===== config.mk =====
export PLATFORM = sky130hd
export DESIGN_NAME = cpu_gen
export DESIGN_NICKNAME = d
export VERILOG_FILES = /design/src/rtl/cpu_pkg.sv /design/src/rtl/cpu_alu.sv /design/src/rtl/cpu_gen.sv
export SDC_FILE = /design/constraint.sdc
export NUM_CORES = 1
export LEC_CHECK = 0
export BUFFER_PORTS_ARGS = -buffer_cell sky130_fd_sc_hd__buf_2
export CORE_AREA = 2 2 204 206
export DETAILED_ROUTE_END_ITERATION = 10
export DIE_AREA = 0 0 206 208
export HOLD_SLACK_MARGIN = 0.15
export PLACE_DENSITY_LB_ADDON = 0.2
export RECOVER_POWER = 25
export SYNTH_ARGS = -nofsm -noshare
export SYNTH_HDL_FRONTEND = slang
export SYNTH_SLANG_ARGS = --single-unit

===== constraint.sdc =====
create_clock -name clk -period 6.78 [get_ports clk]
set_input_delay 0 -clock clk [delete_from_list [all_inputs] [get_ports clk]]
set_output_delay 0 -clock clk [all_outputs]
set_load 0.02 [all_outputs]

===== src/rtl/cpu_pkg.sv =====
// Shared opcode and FSM state definitions for the cpu_gen core.
package cpu_pkg;

  // Opcodes live in byte0[7:4] of every instruction.
  localparam logic [3:0] OP_NOP   = 4'd0;
  localparam logic [3:0] OP_LOAD  = 4'd1;
  localparam logic [3:0] OP_STORE = 4'd2;
  localparam logic [3:0] OP_SET   = 4'd3;
  localparam logic [3:0] OP_LT    = 4'd4;
  localparam logic [3:0] OP_EQ    = 4'd5;
  localparam logic [3:0] OP_BEQ   = 4'd6;
  localparam logic [3:0] OP_BNEQ  = 4'd7;
  localparam logic [3:0] OP_ADD   = 4'd8;
  localparam logic [3:0] OP_SUB   = 4'd9;
  localparam logic [3:0] OP_SHL   = 4'd10;
  localparam logic [3:0] OP_SHR   = 4'd11;
  localparam logic [3:0] OP_AND   = 4'd12;
  localparam logic [3:0] OP_OR    = 4'd13;
  localparam logic [3:0] OP_INV   = 4'd14;
  localparam logic [3:0] OP_XOR   = 4'd15;

  // F0 fetches byte0, F1 fetches byte1 and executes, MEM runs the data transfer.
  typedef enum logic [1:0] {
    ST_F0  = 2'd0,
    ST_F1  = 2'd1,
    ST_MEM = 2'd2
  } state_t;

endpackage


===== src/rtl/cpu_alu.sv =====
// Combinational ALU for the register-register operations (LT, EQ, ADD..XOR).
module cpu_alu
  import cpu_pkg::*;
#(
  parameter int DW = 8
) (
  input  logic [3:0]    i_op,
  input  logic [DW-1:0] i_a,
  input  logic [DW-1:0] i_b,
  output logic [DW-1:0] o_y
);

  // Shift amounts at or beyond the word width flush the result to zero.
  localparam logic [DW-1:0] SHIFT_LIM = DW'(DW);

  // Select the result for the current opcode; non-ALU opcodes give zero.
  always_comb begin
    o_y = '0;
    case (i_op)
      OP_LT:   o_y = DW'(i_a < i_b);
      OP_EQ:   o_y = DW'(i_a == i_b);
      OP_ADD:  o_y = i_a + i_b;
      OP_SUB:  o_y = i_a - i_b;
      OP_SHL:  o_y = (i_b >= SHIFT_LIM) ? '0 : (i_a << i_b);
      OP_SHR:  o_y = (i_b >= SHIFT_LIM) ? '0 : (i_a >> i_b);
      OP_AND:  o_y = i_a & i_b;
      OP_OR:   o_y = i_a | i_b;
      OP_INV:  o_y = ~i_a;
      OP_XOR:  o_y = i_a ^ i_b;
      default: o_y = '0;
    endcase
  end

endmodule


===== src/rtl/cpu_gen.sv =====
// Small 16-register CPU: 2-byte instructions, R15 is the PC, one memory port
// with a ready handshake. Register file, FSM and PC logic live here.
module cpu_gen
  import cpu_pkg::*;
#(
  parameter int DW = 8,
  parameter int AW = 8
) (
  input  logic          clk,
  input  logic          rst,
  output logic          write,
  output logic          read,
  output logic [AW-1:0] address,
  output logic [DW-1:0] dout,
  input  logic [DW-1:0] din,
  input  logic          ready
);

  state_t        r_state;
  state_t        w_state_nxt;
  logic [DW-1:0] r_regs [16];
  logic [3:0]    r_op;
  logic [3:0]    r_dest;
  logic [AW-1:0] r_addr;
  logic          r_write;
  logic [DW-1:0] r_dout;

  logic [3:0]    w_op_nxt;
  logic [3:0]    w_dest_nxt;
  logic [AW-1:0] w_addr_nxt;
  logic          w_write_nxt;
  logic [DW-1:0] w_dout_nxt;
  logic [DW-1:0] w_pc_nxt;
  logic          w_rf_we;
  logic [DW-1:0] w_rf_wdata;

  logic [DW-1:0] w_pc;
  logic [3:0]    w_a1;
  logic [3:0]    w_a2;
  logic [DW-1:0] w_const;
  logic [DW-1:0] w_ra1;
  logic [DW-1:0] w_ra2;
  logic [DW-1:0] w_rdest;
  logic [DW-1:0] w_ea;
  logic [DW-1:0] w_alu_y;

  // Byte1 fields are decoded straight off the bus during F1.
  assign w_pc    = r_regs[15];
  assign w_a1    = din[7:4];
  assign w_a2    = din[3:0];
  assign w_const = DW'(din[7:0]);
  assign w_ra1   = r_regs[w_a1];
  assign w_ra2   = r_regs[w_a2];
  assign w_rdest = r_regs[r_dest];
  assign w_ea    = w_ra1 + DW'(w_a2);

  assign write   = r_write;
  assign read    = ~r_write;
  assign dout    = r_dout;
  assign address = (r_state == ST_MEM) ? r_addr : w_pc[AW-1:0];

  cpu_alu #(.DW(DW)) u_alu (
    .i_op (r_op),
    .i_a  (w_ra1),
    .i_b  (w_ra2),
    .o_y  (w_alu_y)
  );

  // Next-state, PC and register-write decode; nothing moves unless ready=1.
  always_comb begin
    // NOTE: every signal driven here gets a default first so no path can infer a latch.
    w_state_nxt = r_state;
    w_op_nxt    = r_op;
    w_dest_nxt  = r_dest;
    w_addr_nxt  = r_addr;
    w_write_nxt = r_write;
    w_dout_nxt  = r_dout;
    w_pc_nxt    = w_pc;
    w_rf_we     = 1'b0;
    w_rf_wdata  = '0;
    unique case (r_state)
      ST_F0: begin
        if (ready) begin
          w_op_nxt    = din[7:4];
          w_dest_nxt  = din[3:0];
          w_pc_nxt    = w_pc + DW'(1);
          w_state_nxt = ST_F1;
        end
      end
      ST_F1: begin
        if (ready) begin
          w_pc_nxt    = w_pc + DW'(1);
          w_state_nxt = ST_F0;
          case (r_op)
            OP_NOP: begin
            end
            OP_LOAD: begin
              w_addr_nxt  = w_ea[AW-1:0];
              w_state_nxt = ST_MEM;
            end
            OP_STORE: begin
              w_addr_nxt  = w_ea[AW-1:0];
              w_write_nxt = 1'b1;
              w_dout_nxt  = w_rdest;
              w_state_nxt = ST_MEM;
            end
            OP_SET: begin
              w_rf_we    = 1'b1;
              w_rf_wdata = w_const;
            end
            OP_BEQ: begin
              if (w_rdest == w_const) w_pc_nxt = w_pc + DW'(3);
            end
            OP_BNEQ: begin
              if (w_rdest != w_const) w_pc_nxt = w_pc + DW'(3);
            end
            default: begin
              w_rf_we    = 1'b1;
              w_rf_wdata = w_alu_y;
            end
          endcase
        end
      end
      ST_MEM: begin
        if (ready) begin
          w_write_nxt = 1'b0;
          w_state_nxt = ST_F0;
          if (r_op == OP_LOAD) begin
            w_rf_we    = 1'b1;
            w_rf_wdata = din;
          end
        end
      end
      default: w_state_nxt = ST_F0;
    endcase
  end

  // FSM state and bus-side registers.
  always_ff @(posedge clk or negedge rst) begin
    if (!rst) begin
      r_state <= ST_F0;
      r_op    <= '0;
      r_dest  <= '0;
      r_addr  <= '0;
      r_write <= 1'b0;
      r_dout  <= '0;
    end else begin
      // NOTE: non-blocking so every flop samples pre-edge values regardless of statement order.
      r_state <= w_state_nxt;
      r_op    <= w_op_nxt;
      r_dest  <= w_dest_nxt;
      r_addr  <= w_addr_nxt;
      r_write <= w_write_nxt;
      r_dout  <= w_dout_nxt;
    end
  end

  // Register file; a dest write to R15 lands after the PC update and so wins (jump).
  always_ff @(posedge clk or negedge rst) begin
    if (!rst) begin
      // NOTE: this is a flop array, not a RAM macro, so it can take the async clear.
      for (int i = 0; i < 16; i++) r_regs[i] <= '0;
    end else begin
      r_regs[15] <= w_pc_nxt;
      if (w_rf_we) r_regs[r_dest] <= w_rf_wdata;
    end
  end

endmodule


Yosys cells after proc, flatten, opt, wreduce, memory -nomap -nowiden. Index checks and enable logic that the tools add are counted.

Logic and storage cells: 120. Output and inout bits: 18. Register bits: 155. Bits of input ports: 11.

Reduce and logical (&&, ||, !) cells: 11. Bitwise operators: 8. Equal/unequal tests: 24. Shift operators: 2. Add/sub/neg operators: 5. $lt $le $gt $ge: 6. Muxes and demuxes: 42.

Operator list (count): $mux 8 (18); $bwmux 128 (1); $bmux 8 s4 (3); $pmux 8 s10 (1); $pmux 8 s2 (4); $demux 8 s4 (1); $eq 4x4->1 const B (8); $eq 4x3->1 const B (4); $eq 8x8->1 (2); $ge 5x5->1 const B (3); $not 4->5 (3); $reduce_and 3->1 (3); $add 8x1->8 const B (1); $add 8x2->8 const B (1); $add 8x4->8 (1); $add 8x8->8 (1); $and 8x8->8 (1); $eq 4x2->1 const B (2); $ge 8x4->1 const B (1); $lt 8x8->1 (1); $mux 2 (4); $ne 8x8->1 (1); $not 8->8 (1); $or 8x8->8 (1); 22 further kinds (31).

Logic depth before layout (Yosys ltp). Gate-level depths: netlist of the first run.

Depth in word-level cells: 12. Mapped depth: 19. Gate-level depth less buffers: 15.

Hierarchy. Synthesis of the first run repeated with hierarchy kept, for this count alone.

Cell total of the unflattened synthesis: 1142. Area total of the unflattened synthesis: 11771.3 um2.

Modules (own cells, without submodules): cpu_gen (sequential area each 3878.7 um2, area each 9953.3 um2, instances 1, cells each 886); cpu_alu (sequential area each 0.0 um2, area each 1818.0 um2, instances 1, cells each 256).

Worst setup path before layout of the first run. OpenSTA, ideal clock, no wires.

Path kind: input port to flip-flop. Start point: in din[4]. End point: reg r_regs[102] in the netlist's numbering. Buffers on the path: 4. Data required time: 6.655 ns. Arrival: 3.729 ns. Stages: 16. Path slack: 2.927 ns. Library setup time: 0.125 ns. Cells stage by stage: buf_2 > buf_4 > mux4_2 > mux4_2 > buf_2 > ha_1 > inv_1 > fa_1 > o21bai_1 > a21o_1 > a2111oi_0 > nor4_1 > o31ai_1 > nand3_1 > buf_2 > mux2_2.

Word-level cells in the longest chain between the ends: 11. Elaborated cells on any way between the ends: 19. Those cells by class: add/sub: 2; shift: 2; mux: 10; bitwise: 5.

Ends and longest elaborated chain: start: declaration (RTL line cpu_gen.sv:15) `input logic [DW-1:0] din,`; $not 4->5 (not written as such) (*) (RTL line cpu_gen.sv:52) `assign w_ra1 = r_regs[w_a1];`; $bmux 8 s4 (*) (RTL line cpu_gen.sv:52); $mux 8 (not written as such) (*) (2 in a row) (RTL line cpu_gen.sv:52); parallel branches: the longest is 2 deep, another holds $sub 8x8->8; $pmux 8 s10 (*) (RTL line cpu_alu.sv:19) `case (i_op)`; $pmux 8 s2 (*) (RTL line cpu_gen.sv:94) `case (r_op)`; $mux 8 (*) (RTL line cpu_gen.sv:91) `if (ready) begin`; $pmux 8 s2 (*) (RTL line cpu_gen.sv:81) `unique case (r_state)`; $bwmux 128 (*) (RTL line cpu_gen.sv:165) `if (w_rf_we) r_regs[r_dest] <= w_rf_wdata;`; end signal: indexed assignment (RTL line cpu_gen.sv:165); end: declaration (RTL line cpu_gen.sv:21) `logic [DW-1:0] r_regs [16];`.

Every way passes the cells marked *. The select of a mux whose other input is x is not followed. A chain may end at the register's enable or synchronous reset.

Worst setup path in the final report of the first run.
Start point: reg r_regs (netlist bit w_pc[0]). End point: reg r_regs[30] in the netlist's numbering.

Word-level cells in the longest chain between the ends: 10. Elaborated cells on any way between the ends: 18. Those cells by class: add/sub: 2; order compare: 1; shift: 2; mux: 13.

Ends and longest elaborated chain (RTL line): $bmux 8 s4 (on tied branches) (cpu_gen.sv:53, cpu_gen.sv:52); $mux 8 (on tied branches) (2 in a row) (cpu_gen.sv:53, cpu_gen.sv:52); $ge 8x4->1, or another cell as far along (cpu_alu.sv:24, cpu_alu.sv:25); $mux 8 (on tied branches) (cpu_alu.sv:25, cpu_alu.sv:24); $pmux 8 s10 (*) (cpu_alu.sv:19); $pmux 8 s2 (*) (cpu_gen.sv:94); $mux 8 (*) (cpu_gen.sv:91); $pmux 8 s2 (*) (cpu_gen.sv:81); $bwmux 128 (*) (cpu_gen.sv:165).

Every way passes the cells marked *; elsewhere a longest branch is shown, timed or not. The select of a mux whose other input is x is not followed.

==> out/metrics.cfg, run 1 <==
[worst_setup_path]
cp_top_family=compound AO/OA/AOI/OAI gates
path_max_fanout=17
start_kind=flop
crit_chain=mux4_2 -> a22oi_1 -> and2_1 -> buf_4 -> inv_2 -> ha_1 -> inv_1 -> fa_1 -> o21bai_1 -> a21o_1 -> a2111oi_0 -> nor4_1 -> o31ai_1 -> nand3_1 -> mux2_2
cp_slowest_cell=nand3_1
crit_required_ns=7.11
worstPathArrival_ns=5.26
cp-end-kind=flop
max_stage_delay_ns=0.59
crit_type=reg -> reg
crit_buf_inv=3

[layout]
drive_above_1_share=0.2722
nNetsFinal=1169
syn_to_final_growth_pct=10.23

[die]
die-area_mm2=0.04285
rows=74
ios=29
die-height_um=208
coreArea_mm2=0.04055
die_w_um=206
initial_core_util=0.2982

[timing]
rsz0062_at_grt=false
skew_ns=0.02061
hold_violations=0
maxSlewViolCount=0
final-setup-viol-count=0
worst_slew_margin_rel=0.3026
clock.fmax_ghz=0.2027
layout_setup_ws_ns=1.847
tightestPinTransition_ns=1.046
fin_crit_ns=4.933
post-route-period-util=0.7276
setup_tns_ns=0

[detailed_routing]
viasPerCell=5.879
drt_first_pass_iters=5
drt_iter0_drc=866
post_drt_wl_per_cell_um=25.06
drt-total-wl_mm=41.80
vias=9807
ant_nets=0
drc=0

[clock_tree]
cts_setup_buffers=0
cts_sinks=155
cts_root_buf=clkbuf_16
clock_latency_ns=0.46
numCtsBuffers=17
clk_path_buf_depth=2
holdBufCountCts=3
cts_resized=0
htreeDepth=4
cts.clk_slew.worst_paths_ns=0.07
cts_tree=done

[synthesis]
avgSynthCellArea_um2=10.66
synth_cell_types=75
ys.flop_type=dfrtp_1
synth_edf_count=0
ys_async_sr_fraction=1.000
ys_warn_count=0
synth_compound_area_frac=0.1374
yosys-mux-area-fraction=0.3227
synthCells=1135
syn_area_mm2=0.01209
yosys.area_share.simple=0.1118
synthAdderAreaFrac=0.03911
ys_ff_latch=155
synth_top_family_by_area=multiplexers
synth-xor-area-share=0.02462
syn_nets=1182
yosysSeqAreaShare=0.3207

[grt]
grtUsageTotal=0.1999
antenna_found_initial=2
grt_pass1_vias=9580
gr-total-overflow=0
grt_max_degree=98
grt_first_pass_wirelength_mm=63.81

[power]
power_density_mw_per_mm2=370.9
ir_drop_uv=200.2
p_leak_nw=5.474

[placed_design]
place.port_buffers=28
dp_hpwl_mm=30.06
gp_congestion=0.8925
place_ws_ns=1.534

[job]
cap_viol_max_count=0

[status]
status=finished, final reports clean

[worst_hold_path]
min_path_type=in -> reg

## cell type report
type	count	area (µm²)
antenna	1	2.502
timing repair buffer	55	346.6
fill	4097	27220
tap	532	665.6
clock inverter	13	157.7
sequential	155	3880
inverter	37	138.9
multi-input combinational	856	7687
clock buffer	19	452.9
## layout by cell type (no fill, tap or decap), types with 33 or more instances in the layout
master,netlist,layout
dfrtp_1,155,154
nand2_1,120,120
mux2_2,115,115
mux4_2,98,98
nor2_1,53,53
a21oi_1,47,47
mux2i_1,40,40
o21ai_0,38,38
inv_1,34,34
ha_1,33,33
## cells by family after synthesis
kind of cell | after synthesis
muxes | 253
xor gates and xnor gates | 34
and+or+nand+nor | 288
DFF | 155
AOI/OAI and AO/OA | 245
buffers and inverters | 124
adders and majority gates | 36
## flip-flops by register name, summed over array words and instances, names as in the netlist
name     cells
dout         8
r_addr       8
r_dest       4
r_op         4
r_regs     120
r_state      2
w_pc         8
write        1
## cell usage after synthesis, drive strengths merged, types with 6 or more instances
master	n	area share
a211oi	12	0.0074
nand4	9	0.0052
mux2i	40	0.033
nor3	21	0.0087
xnor2	24	0.017
nor2b	21	0.011
a31oi	6	0.0031
nand2b	7	0.0036
o21bai	7	0.0043
nand2	120	0.037
o22ai	11	0.0057
mux2	115	0.11
nand3	21	0.0087
a21o	8	0.0050
mux4	98	0.18
xor2	10	0.0072
and3	7	0.0036
clkbuf	38	0.012
a22oi	24	0.015
ha	33	0.034
dfrtp	155	0.32
buf	49	0.020
inv	36	0.011
a21oi	50	0.022
o211ai	6	0.0041
nor2	56	0.019
nor4	9	0.0059
o31ai	14	0.0087
o21ai	54	0.022
and2	9	0.0047
## metrics by stage
step	power, mW	utilization	cell area [µm²]	hold WS [ns]	instances
2_1_floorplan	3.150	-	12090	-0.2956	1135
3_3_place_gp	3.908	0.3131	12700	0.1773	1632
3_5_place_dp	3.904	0.3131	12700	0.1824	1632
6_report	4.944	0.3287	13330	0.1993	1668
4_1_cts	4.934	0.3289	13340	0.1892	1667
5_1_grt	5.229	0.3287	13330	0.2129	1668
## power breakdown
part | total [mW] | switching [mW] | internal [mW]
Clock | 1.02 | 0.447 | 0.571
Combinational | 2.43 | 1.45 | 0.978
Sequential | 1.50 | 0.371 | 1.13
Total | 4.94 | 2.26 | 2.68
## layer usage
layer / share of wire / vias up / global-route usage
met1: 0.46 / 5074 / 0.2832
met2: 0.46 / 381 / 0.3081
met4: 0.020 / 0 / 0.05690
met3: 0.063 / 54 / 0.04010
li1: - / 4298 / -
met5: 0 / - / 0
## worst register-to-register path, delay by kind of cell, from the launching register on
kind	cells	cell delay, ns
adders and majority gates	2	0.48
muxes	2	1.09
and+or+nand+nor	3	0.89
DFF	1	0.58
AOI/OAI and AO/OA	5	1.36
buffers and inverters	3	0.44
## path summary, 6_finish.rpt
kind / start / endpoint / slack, ns / cells past startpoint
worst max-delay path: w_pc[0] / r_regs[30] / 1.85 / 15
worst min-delay path: din[6] / r_op[2] / 0.20 / 2
worst max register to register: w_pc[0] / r_regs[30] / 1.85 / 15
worst min register to register: r_addr[7] / r_addr[7] / 0.48 / 2
max in group asynchronous: rst / r_dest[0] / 5.08 / 3
min in group asynchronous: rst / r_regs[114] / 0.23 / 2
Note: power is estimated with default switching activity, not from simulation.
==> inputs of run 2 (changes only) <==
==> constraint.sdc (replaced) <==
create_clock -name clk -period 4.2 [get_ports clk]
set_input_delay 0 -clock clk [delete_from_list [all_inputs] [get_ports clk]]
set_output_delay 0 -clock clk [all_outputs]
set_load 0.02 [all_outputs]
==> out/metrics.cfg, run 2 (synthesis results as in run 1) <==
[status]
status=finished, violations left
violations=capacitance limit, slew limit

[grt]
grtUsageTotal=0.2038
grt_max_degree=103
grt_first_pass_wirelength_mm=65.56
antenna_found_initial=0
grt_pass1_vias=9935
gr-total-overflow=0

[placed_design]
dp_hpwl_mm=31.89
place.port_buffers=28
dp_cells=1701
gp_congestion=0.9097

[die]
die_w_um=206
die-area_mm2=0.04285
die-height_um=208
initial_core_util=0.2982
coreArea_mm2=0.04055
ios=29
rows=74

[timing]
final-setup-viol-count=0
fin_crit_ns=4.054
maxSlewViolCount=102
hold_violations=0
skew_ns=0.01851
worst_slew_margin_rel=-0.8281
clock.fmax_ghz=0.2467
post-route-period-util=0.9652
tightestPinTransition_ns=2.742

[worst_setup_path]
crit_required_ns=4.53
path_max_fanout=16
worstPathArrival_ns=4.39
start_kind=flop
crit_type=reg -> reg
cp-end-kind=flop

[job]
cap_viol_max_count=1

[detailed_routing]
drt_first_pass_iters=5
drt-total-wl_mm=42.60
drt_iter0_drc=991
vias=9848
drc=0
viasPerCell=5.673
ant_nets=0
post_drt_wl_per_cell_um=24.54

[clock_tree]
clk_path_buf_depth=2
cts_tree=done
cts_sinks=155
htreeDepth=4
cts_root_buf=clkbuf_16
cts_setup_buffers=0
numCtsBuffers=17
clock_latency_ns=0.46
cts.clk_slew.worst_paths_ns=0.08

[layout]
drive_above_1_share=0.3231
final_cell_mix=dfrtp_1, nand2_1, mux2_2
antennaDiodeCount=0
syn_to_final_growth_pct=15.86
nNetsFinal=1238
fin_cells=1736
final_common_cell=dfrtp_1
largest_reg_flops=120
regMostFlops=r_regs

[power]
ir_drop_uv=278.9
p_total_mw=8.269
p_leak_nw=5.849
power_density_mw_per_mm2=590.1

[worst_hold_path]
min_path_type=in -> reg

-- run 2: per-layer routing --
layer	GRT usage	vias up	wire, µm
met4	0.05296	0	813
li1	-	4425	-
met5	0	-	0
met1	0.2971	5074	19810
met3	0.02412	53	1950
met2	0.3190	296	20020
-- run 2: critical path, stage by stage, from the launching register on --
cell and delay (ns):
dfrtp_1 0.42, mux4_2 0.50, mux4_2 0.52, ha_1 0.25, inv_1 0.10, fa_2 0.24, o21bai_1 0.10, a21o_1 0.21
a2111oi_2 0.40, buf_4 0.18, nor4_1 0.06, o31ai_4 0.30, nand3_1 0.14, buf_4 0.22, mux2_2 0.27
-- run 2: layout make-up --
type	instances	area, µm²
Clock inverter	14	127.6
Clock buffer	18	439.2
Inverter	37	138.9
Fill cell	4115	26540
Multi-Input combinational cell	856	7760
Sequential cell	155	3880
Timing Repair Buffer	124	1001
Tap cell	532	665.6
-- run 2: report_power, final --
part           switching (mW)  total (mW)  internal (mW)
sequential              0.520        2.35           1.83
clock                   0.735        1.53          0.797
combinational            2.50        4.39           1.89
-- run 2: worst paths after layout --
| path | startpoint | to | slack, ns | cells past startpoint |
|---|---|---|---|---|
| setup / recovery | r_regs[72] | r_regs[118] | 0.15 | 14 |
| hold / removal | din[6] | r_op[2] | 0.20 | 2 |
| setup reg to reg | r_regs[72] | r_regs[118] | 0.15 | 14 |
| hold reg to reg | dout[2] | dout[2] | 0.48 | 2 |
| max in group asynchronous | rst | r_addr[1] | 1.63 | 2 |
| min in group asynchronous | rst | r_regs[81] | 0.93 | 2 |
-- run 2: what timing repair did --
item / in CTS / in global routing
endpoints found under the hold margin: 107 / 0
hold buffers: 3 / 0
endpoints found under the setup margin: 16 / 80
gates resized for setup: 4 / 14
pin swaps: 0 / 2
-- run 2: per-stage QoR --
step / hold WS [ns] / setup WS (ns) / util / instance area, µm² / setup TNS [ns]
after floorplan: -0.2956 / 0.3466 / - / 12090 / 0
after global placement: 0.2043 / -0.1766 / 0.3293 / 13350 / -2.727
after detailed placement: 0.2142 / -0.1659 / 0.3293 / 13350 / -2.611
after CTS: 0.1657 / 0.02761 / 0.3445 / 13970 / 0
after global routing: 0.1855 / -0.0002824 / 0.3455 / 14010 / -0.0002824
final: 0.2009 / 0.1460 / 0.3455 / 14010 / 0
